--- src/rtl/kanji_mem_fetch_if.sv ---
// Memory-side request channel between the Kanji fetch unit and the memory arbiter.
// req/req_addr are held until a single-cycle ack that carries rdata.
interface kanji_mem_fetch_if;
    logic        req;
    logic [26:0] req_addr;
    logic        ack;
    logic [7:0]  rdata;

    modport master (output req, req_addr, input ack, rdata);
    modport slave  (input req, req_addr, output ack, rdata);
endinterface

--- src/rtl/kanji_mem_fetch.sv ---
// Kanji ROM byte fetch: turns a Z80 I/O read of a Kanji data port into a memory req/ack
// transaction, holding the CPU in wait until the byte arrives. Optional next-byte prefetch: KANJI_PREFETCH_EN.
module kanji_mem_fetch #(
    parameter int TIMEOUT = 64,
    parameter int TO_W    = 7
) (
    input  logic               clk,
    input  logic               reset,
    input  logic [26:0]        mem_addr,
    input  logic               ram_ce,
    input  logic               flush,
    output logic               cpu_wait,
    output logic [7:0]         dout,
    output logic               dout_oe,
    kanji_mem_fetch_if.master  mem
);
    typedef enum logic [2:0] {IDLE, REQ, HOLD, DRAIN, PREFETCH} state_t;

    state_t          state_q, state_d;
    logic            ram_ce_q;
    logic            data_ready_q;
    logic [7:0]      dout_q;
    logic            req_q;
    logic [26:0]     req_addr_q;
    logic [TO_W-1:0] to_cnt_q;
    logic            pend_q;
    logic [26:0]     pend_addr_q;

    logic            new_read, to_expire, pf_hit;
    logic [26:0]     rd_addr;
    logic [7:0]      pf_dout;
    logic            start, hit, fill, fill_ff, drop;

    assign new_read  = ram_ce & ~ram_ce_q;
    // A read deferred from DRAIN/PREFETCH uses the address captured at its own rising edge.
    assign rd_addr   = new_read ? mem_addr : pend_addr_q;
    assign to_expire = (to_cnt_q + 1'b1) == TO_W'(TIMEOUT);

`ifdef KANJI_PREFETCH_EN
    logic        pf_valid_q;
    logic [7:0]  pf_data_q;
    logic [26:0] pf_addr_q;
    logic        pf_start, pf_fill;

    assign pf_hit  = pf_valid_q && (rd_addr == pf_addr_q);
    assign pf_dout = pf_data_q;
`else
    logic flush_unused;
    assign flush_unused = flush;
    assign pf_hit       = 1'b0;
    assign pf_dout      = 8'hFF;
`endif

    always_ff @(posedge clk) begin
        if (reset) state_q <= IDLE;
        else       state_q <= state_d;
    end

    always_comb begin
        state_d = state_q;
        start   = 1'b0;
        hit     = 1'b0;
        fill    = 1'b0;
        fill_ff = 1'b0;
        drop    = 1'b0;
`ifdef KANJI_PREFETCH_EN
        pf_start = 1'b0;
        pf_fill  = 1'b0;
`endif
        case (state_q)
            IDLE: begin
                if (new_read || (pend_q && ram_ce)) begin
                    if (pf_hit) begin
                        hit     = 1'b1;
                        state_d = HOLD;
                    end else begin
                        start   = 1'b1;
                        state_d = REQ;
                    end
                end
            end
            REQ: begin
                if (mem.ack) begin
                    drop    = 1'b1;
                    fill    = ram_ce;
                    state_d = ram_ce ? HOLD : IDLE;
                end else if (to_expire) begin
                    drop    = 1'b1;
                    fill_ff = ram_ce;
                    state_d = ram_ce ? HOLD : IDLE;
                end else if (!ram_ce) begin
                    state_d = DRAIN;
                end
            end
            // The arbiter cannot cancel, so an aborted transaction is run to its ack.
            DRAIN: begin
                if (mem.ack) begin
                    drop    = 1'b1;
                    state_d = IDLE;
                end
            end
            HOLD: begin
                if (!ram_ce) begin
`ifdef KANJI_PREFETCH_EN
                    pf_start = 1'b1;
                    state_d  = PREFETCH;
`else
                    state_d  = IDLE;
`endif
                end
            end
`ifdef KANJI_PREFETCH_EN
            PREFETCH: begin
                if (mem.ack) begin
                    drop    = 1'b1;
                    pf_fill = 1'b1;
                    state_d = IDLE;
                end else if (to_expire) begin
                    drop    = 1'b1;
                    state_d = IDLE;
                end
            end
`endif
            default: state_d = IDLE;
        endcase
    end

    always_ff @(posedge clk) begin
        if (reset) begin
            ram_ce_q     <= 1'b0;
            data_ready_q <= 1'b0;
            dout_q       <= 8'hFF;
            req_q        <= 1'b0;
            req_addr_q   <= '0;
            to_cnt_q     <= '0;
            pend_q       <= 1'b0;
        end else begin
            ram_ce_q <= ram_ce;

            if (start) begin
                req_q      <= 1'b1;
                req_addr_q <= rd_addr;
                to_cnt_q   <= '0;
            end
`ifdef KANJI_PREFETCH_EN
            else if (pf_start) begin
                req_q      <= 1'b1;
                req_addr_q <= {req_addr_q[26:5], req_addr_q[4:0] + 5'd1};
                to_cnt_q   <= '0;
            end
`endif
            else if (hit)  req_addr_q <= rd_addr;
            else if (drop) req_q      <= 1'b0;
            else if (state_q == REQ || state_q == PREFETCH) to_cnt_q <= to_cnt_q + 1'b1;

            if (fill)         dout_q <= mem.rdata;
            else if (fill_ff) dout_q <= 8'hFF;
            else if (hit)     dout_q <= pf_dout;

            if (fill || fill_ff || hit)         data_ready_q <= 1'b1;
            else if (state_q == HOLD && !ram_ce) data_ready_q <= 1'b0;

            if (state_q == IDLE) pend_q <= 1'b0;
            else if (new_read && (state_q == DRAIN || state_q == PREFETCH)) pend_q <= 1'b1;
        end
    end

    always_ff @(posedge clk) begin
        if (new_read) pend_addr_q <= mem_addr;
    end

`ifdef KANJI_PREFETCH_EN
    always_ff @(posedge clk) begin
        if (reset) pf_valid_q <= 1'b0;
        else if (flush || pf_start) pf_valid_q <= 1'b0;
        else if (pf_fill)           pf_valid_q <= 1'b1;
    end

    always_ff @(posedge clk) begin
        if (pf_fill) begin
            pf_data_q <= mem.rdata;
            pf_addr_q <= req_addr_q;
        end
    end
`endif

    always_comb begin
        cpu_wait     = ram_ce & ~data_ready_q;
        dout_oe      = ram_ce & data_ready_q;
        dout         = dout_q;
        mem.req      = req_q;
        mem.req_addr = req_addr_q;
    end
endmodule

--- src/flat_wrapper.sv ---
// flat-port wrapper written by rule: the top's interface ports become plain ports
module kanji_mem_fetch_flat 
#(
    parameter int TIMEOUT = 64,
    parameter int TO_W    = 7
)
  (clk, reset, mem_addr, ram_ce, flush, cpu_wait, dout, dout_oe, mem_req, mem_req_addr, mem_ack, mem_rdata);
  kanji_mem_fetch_if mem_i ();
  input  logic clk;
  input  logic reset;
  input  logic [26:0] mem_addr;
  input  logic ram_ce;
  input  logic flush;
  output logic cpu_wait;
  output logic [7:0] dout;
  output logic dout_oe;
  output wire logic [$bits(mem_i.req)-1:0] mem_req;
  output wire logic [$bits(mem_i.req_addr)-1:0] mem_req_addr;
  input wire logic [$bits(mem_i.ack)-1:0] mem_ack;
  input wire logic [$bits(mem_i.rdata)-1:0] mem_rdata;
  assign mem_req = mem_i.req;
  assign mem_req_addr = mem_i.req_addr;
  assign mem_i.ack = mem_ack;
  assign mem_i.rdata = mem_rdata;
  kanji_mem_fetch #(.TIMEOUT(TIMEOUT), .TO_W(TO_W)) u_core (.clk(clk), .reset(reset), .mem_addr(mem_addr), .ram_ce(ram_ce), .flush(flush), .cpu_wait(cpu_wait), .dout(dout), .dout_oe(dout_oe), .mem(mem_i));
endmodule
--- config.mk ---
export PLATFORM = sky130hd
export DESIGN_NAME = kanji_mem_fetch_flat
export DESIGN_NICKNAME = d
export VERILOG_FILES = /design/src/rtl/kanji_mem_fetch_if.sv /design/src/rtl/kanji_mem_fetch.sv /design/src/flat_wrapper.sv
export SDC_FILE = /design/constraint.sdc
export NUM_CORES = 1
export LEC_CHECK = 0
export CORE_MARGIN = 5
export CORE_UTILIZATION = 43
export DETAILED_ROUTE_END_ITERATION = 10
export PLACE_DENSITY_LB_ADDON = 0.2
export SYNTH_ARGS = -nofsm -noshare
export SYNTH_HDL_FRONTEND = slang
export SYNTH_SLANG_ARGS = --single-unit
export TNS_END_PERCENT = 1
--- constraint.sdc ---
create_clock -name clk -period 2.2 [get_ports clk]
set_input_delay 0.44 -clock clk [delete_from_list [all_inputs] [get_ports clk]]
set_output_delay 0.44 -clock clk [all_outputs]
set_load 0.005 [all_outputs]
==> flow_metrics.py <==
metrics = {
    "timing": {
        "grt_setup_unrepaired": "no",
        "slew_viol_final": 0,
        "timing.hold.ws_ps": 475,
        "post-route-period-util_pct": 96.2,
        "worst_pin_slew_ps": 360,
        "slew_headroom_pct": 76.0,
        "min_period_ps": 2120,
        "fin_ws_ps": 84.3,
        "skew_ps": 8.05,
        "fin_setup_tns_ps": 0,
        "max_freq_ghz": 0.473,
        "hold_viol": 0,
        "setup_viol": 0,
    },
    "clock_tree": {
        "cts_buffer_depth": 2,
        "cts.reportedPaths.clkPinSlew_ps": 70,
        "clock_sinks": 75,
        "cts_root_buffer": "clkbuf_8",
        "tritoncts": "built",
        "clk_latency_ps": 340,
        "cts.htree.levels": 3,
        "cts_buffers": 9,
    },
    "floorplan": {
        "die_x_um": 92.5,
        "num_rows": 30,
        "die-area_mm2": 0.00856,
        "initial_core_util_pct": 43.6,
        "ioPinCount": 78,
        "die_h_um": 92.5,
        "core_mm2": 0.00672,
    },
    "logic_synthesis": {
        "synth-xor-area-share_pct": 0,
        "yosysWarningCount": 0,
        "yosysUniqueCellTypes": 41,
        "synth_simple_gate_area_share_pct": 13.4,
        "synth.yosys.seq_area_share_pct": 51.3,
        "syn_area_mm2": 0.00293,
        "yosysTopAreaCell": "dfxtp_1",
        "yosysTopAreaCellShare_pct": 51.3,
        "syn_nets": 324,
        "synth_cells": 282,
        "synthTopCellsByArea": "dfxtp_1, mux2_2, mux2i_1, nor2_1, o21ai_0",
        "async_flop_share_pct": 0,
        "syn_avg_cell_area_um2": 10.4,
        "synthAdderAreaFrac_pct": 0.854,
        "yosys_register_bits": 75,
        "synthMuxAreaShare_pct": 19.6,
        "synth_ff_type": "dfxtp_1",
        "synth_top_family_by_area": "multiplexers",
        "synth_compound_gate_area_share_pct": 11.5,
        "synth_edf_count": 0,
    },
    "critical_path": {
        "cpMostUsedCell": "clkdlybuf4s50_1",
        "worstPathArrival_ps": 1680,
        "reg2reg_depth": 7,
        "crit_chain": "clkdlybuf4s50_1 > inv_1 > nor2_1 > clkdlybuf4s50_1",
        "start_kind": "input pin",
        "timing.setup.critical_path_class": "input pin to output pin",
        "slowest_stage": "clkdlybuf4s50_1",
        "crit_path_end_kind": "output pin",
        "cpPeakStageDelay_ps": 530,
        "cp.required_ps": 1760,
        "worstPathMaxFanout": 3,
    },
    "grt": {
        "gr-total-overflow": 0,
        "grt_pass1_vias": 2306,
        "grt_max_degree": 19,
        "antenna_found_initial": 0,
        "grt_usage_pct": 15.8,
        "grt_pass1_wl_um": 10800,
    },
    "placement": {
        "dp_hpwl_um": 4540,
        "place_area_mm2": 0.00385,
        "place.gp.congestion": 0.810,
        "io_buffers": 76,
        "pre_cts_ws_ps": 46.2,
    },
    "finish": {
        "most-common-layout-cells": "clkdlybuf4s50_1, dfxtp_1, nor2_1, mux2_2, mux2i_1",
        "nets": 414,
        "syn2layout_area_growth_pct": 39.0,
        "drive_gt1_share_pct": 19.1,
        "diodes": 0,
        "final_util_pct": 60.6,
        "stdcell_area_mm2": 0.00407,
        "fill_cells": 556,
        "final_common_cell": "clkdlybuf4s50_1",
    },
    "run_status": {
        "status": "finished, final reports clean",
    },
    "route": {
        "vias": 2345,
        "drt_iter0_drc": 107,
        "ant_nets": 0,
        "post_drt_wl_per_cell_um": 13.9,
        "dr.pass1.iters": 4,
        "wirelength_um": 6360,
        "drc": 0,
        "routed_via_density": 5.14,
    },
    "pwr": {
        "power_leakage_nw": 1.60,
        "power_frac_comb_pct": 15.7,
        "seq_power_share_pct": 49.0,
        "switchingPower_mw": 0.711,
        "power_density_mw_per_mm2": 767,
        "intPower_mw": 2.41,
        "sw_frac_of_total_pct": 22.8,
        "ir_drop_mv": 0.524,
        "power.share.clock_pct": 35.3,
    },
    "min_path": {
        "hold_depth": 1,
        "hp-class": "flip-flop to flip-flop",
    },
    "flow_run": {
        "cap_violations": 0,
    },
}
## worst max-delay path: cells and delay by family
family                 cells  cell delay, ps
buffers and inverters      3            1100
and+or+nand+nor            1             140
## state kept, by name (all words and copies together), names as in the netlist
signal,flops
u_core.data_ready_q,1
u_core.dout,8
u_core.mem.req,1
u_core.mem.req_addr,27
u_core.pend_addr_q,27
u_core.pend_q,1
u_core.ram_ce_q,1
u_core.state_q,2
u_core.to_cnt_q,7
## metal layers
| layer | global-route usage, % | up-vias | share of wire, % |
|---|---|---|---|
| li1 | - | 1182 | - |
| met1 | 18.8 | 1101 | 44 |
| met2 | 24.6 | 56 | 48 |
| met3 | 7.39 | 6 | 7.2 |
| met4 | 6.19 | 0 | 0.74 |
| met5 | 0 | - | 0 |
## through the flow
step | instances | total power [mW]
floorplan | 282 | 1.81
CTS | 454 | 3.17
finish | 456 | 3.12
detailed placement | 439 | 2.06
global placement | 439 | 2.04
global route | 456 | 3.29
## worst paths after layout
path | from | to | slack, ps
worst max-delay path | ram_ce | cpu_wait | 80
worst min-delay path | u_core.pend_addr_q[6]$_DFF_P_ | u_core.pend_addr_q[6]$_DFF_P_ | 470
worst max register to register | u_core.to_cnt_q[3]$_SDFFE_PP0P_ | u_core.to_cnt_q[2]$_SDFFE_PP0P_ | 140
worst min register to register | u_core.pend_addr_q[6]$_DFF_P_ | u_core.pend_addr_q[6]$_DFF_P_ | 470
## final cells by class
| class | count | area, µm² | area share [%] |
|---|---|---|---|
| clock inverter | 5 | 78.8 | 1.94 |
| tap | 80 | 100 | 2.46 |
| clock buffer | 10 | 128 | 3.13 |
| multi-input combinational | 185 | 1330 | 32.8 |
| sequential | 75 | 1500 | 36.9 |
| inverter | 5 | 18.8 | 0.461 |
| timing repair buffer | 96 | 911 | 22.4 |
## cells in the mapped netlist, drive strengths merged (2+ instances only)
cell    number
mux2        27
o22ai        8
buf          9
a21oi       11
nand3        4
nand2b       2
o31ai        3
and3         2
nor3        11
nand2        9
and2         2
dfxtp       75
inv          5
ha           2
or2          2
or3          4
nor2        36
clkbuf       8
or4          3
mux2i       27
o21ai       18
## cells by family (layout without fill, tap and decap cells)
group / count (synthesis) / count (layout)
simple gates: 79 / 79
flops: 75 / 75
mux: 54 / 54
compound gates: 50 / 50
buf+inv: 22 / 116
fa+ha+maj: 2 / 2
## power groups by stage
stage                     Combinational, mW  Clock (mW)  Sequential, mW
after detailed placement              0.493           0            1.56
after global routing                  0.539        1.21            1.54
after global placement                0.486           0            1.56
after floorplan                       0.253           0            1.56
after CTS                             0.496        1.14            1.53
final                                 0.490        1.10            1.53
## timing repair
item,4_1_cts,5_1_grt
hold buffers,0,0
setup endpoints to repair,0,14
gates resized for setup,0,1
buffers inserted,0,2
No activity file was read; power rests on OpenSTA's default activity.
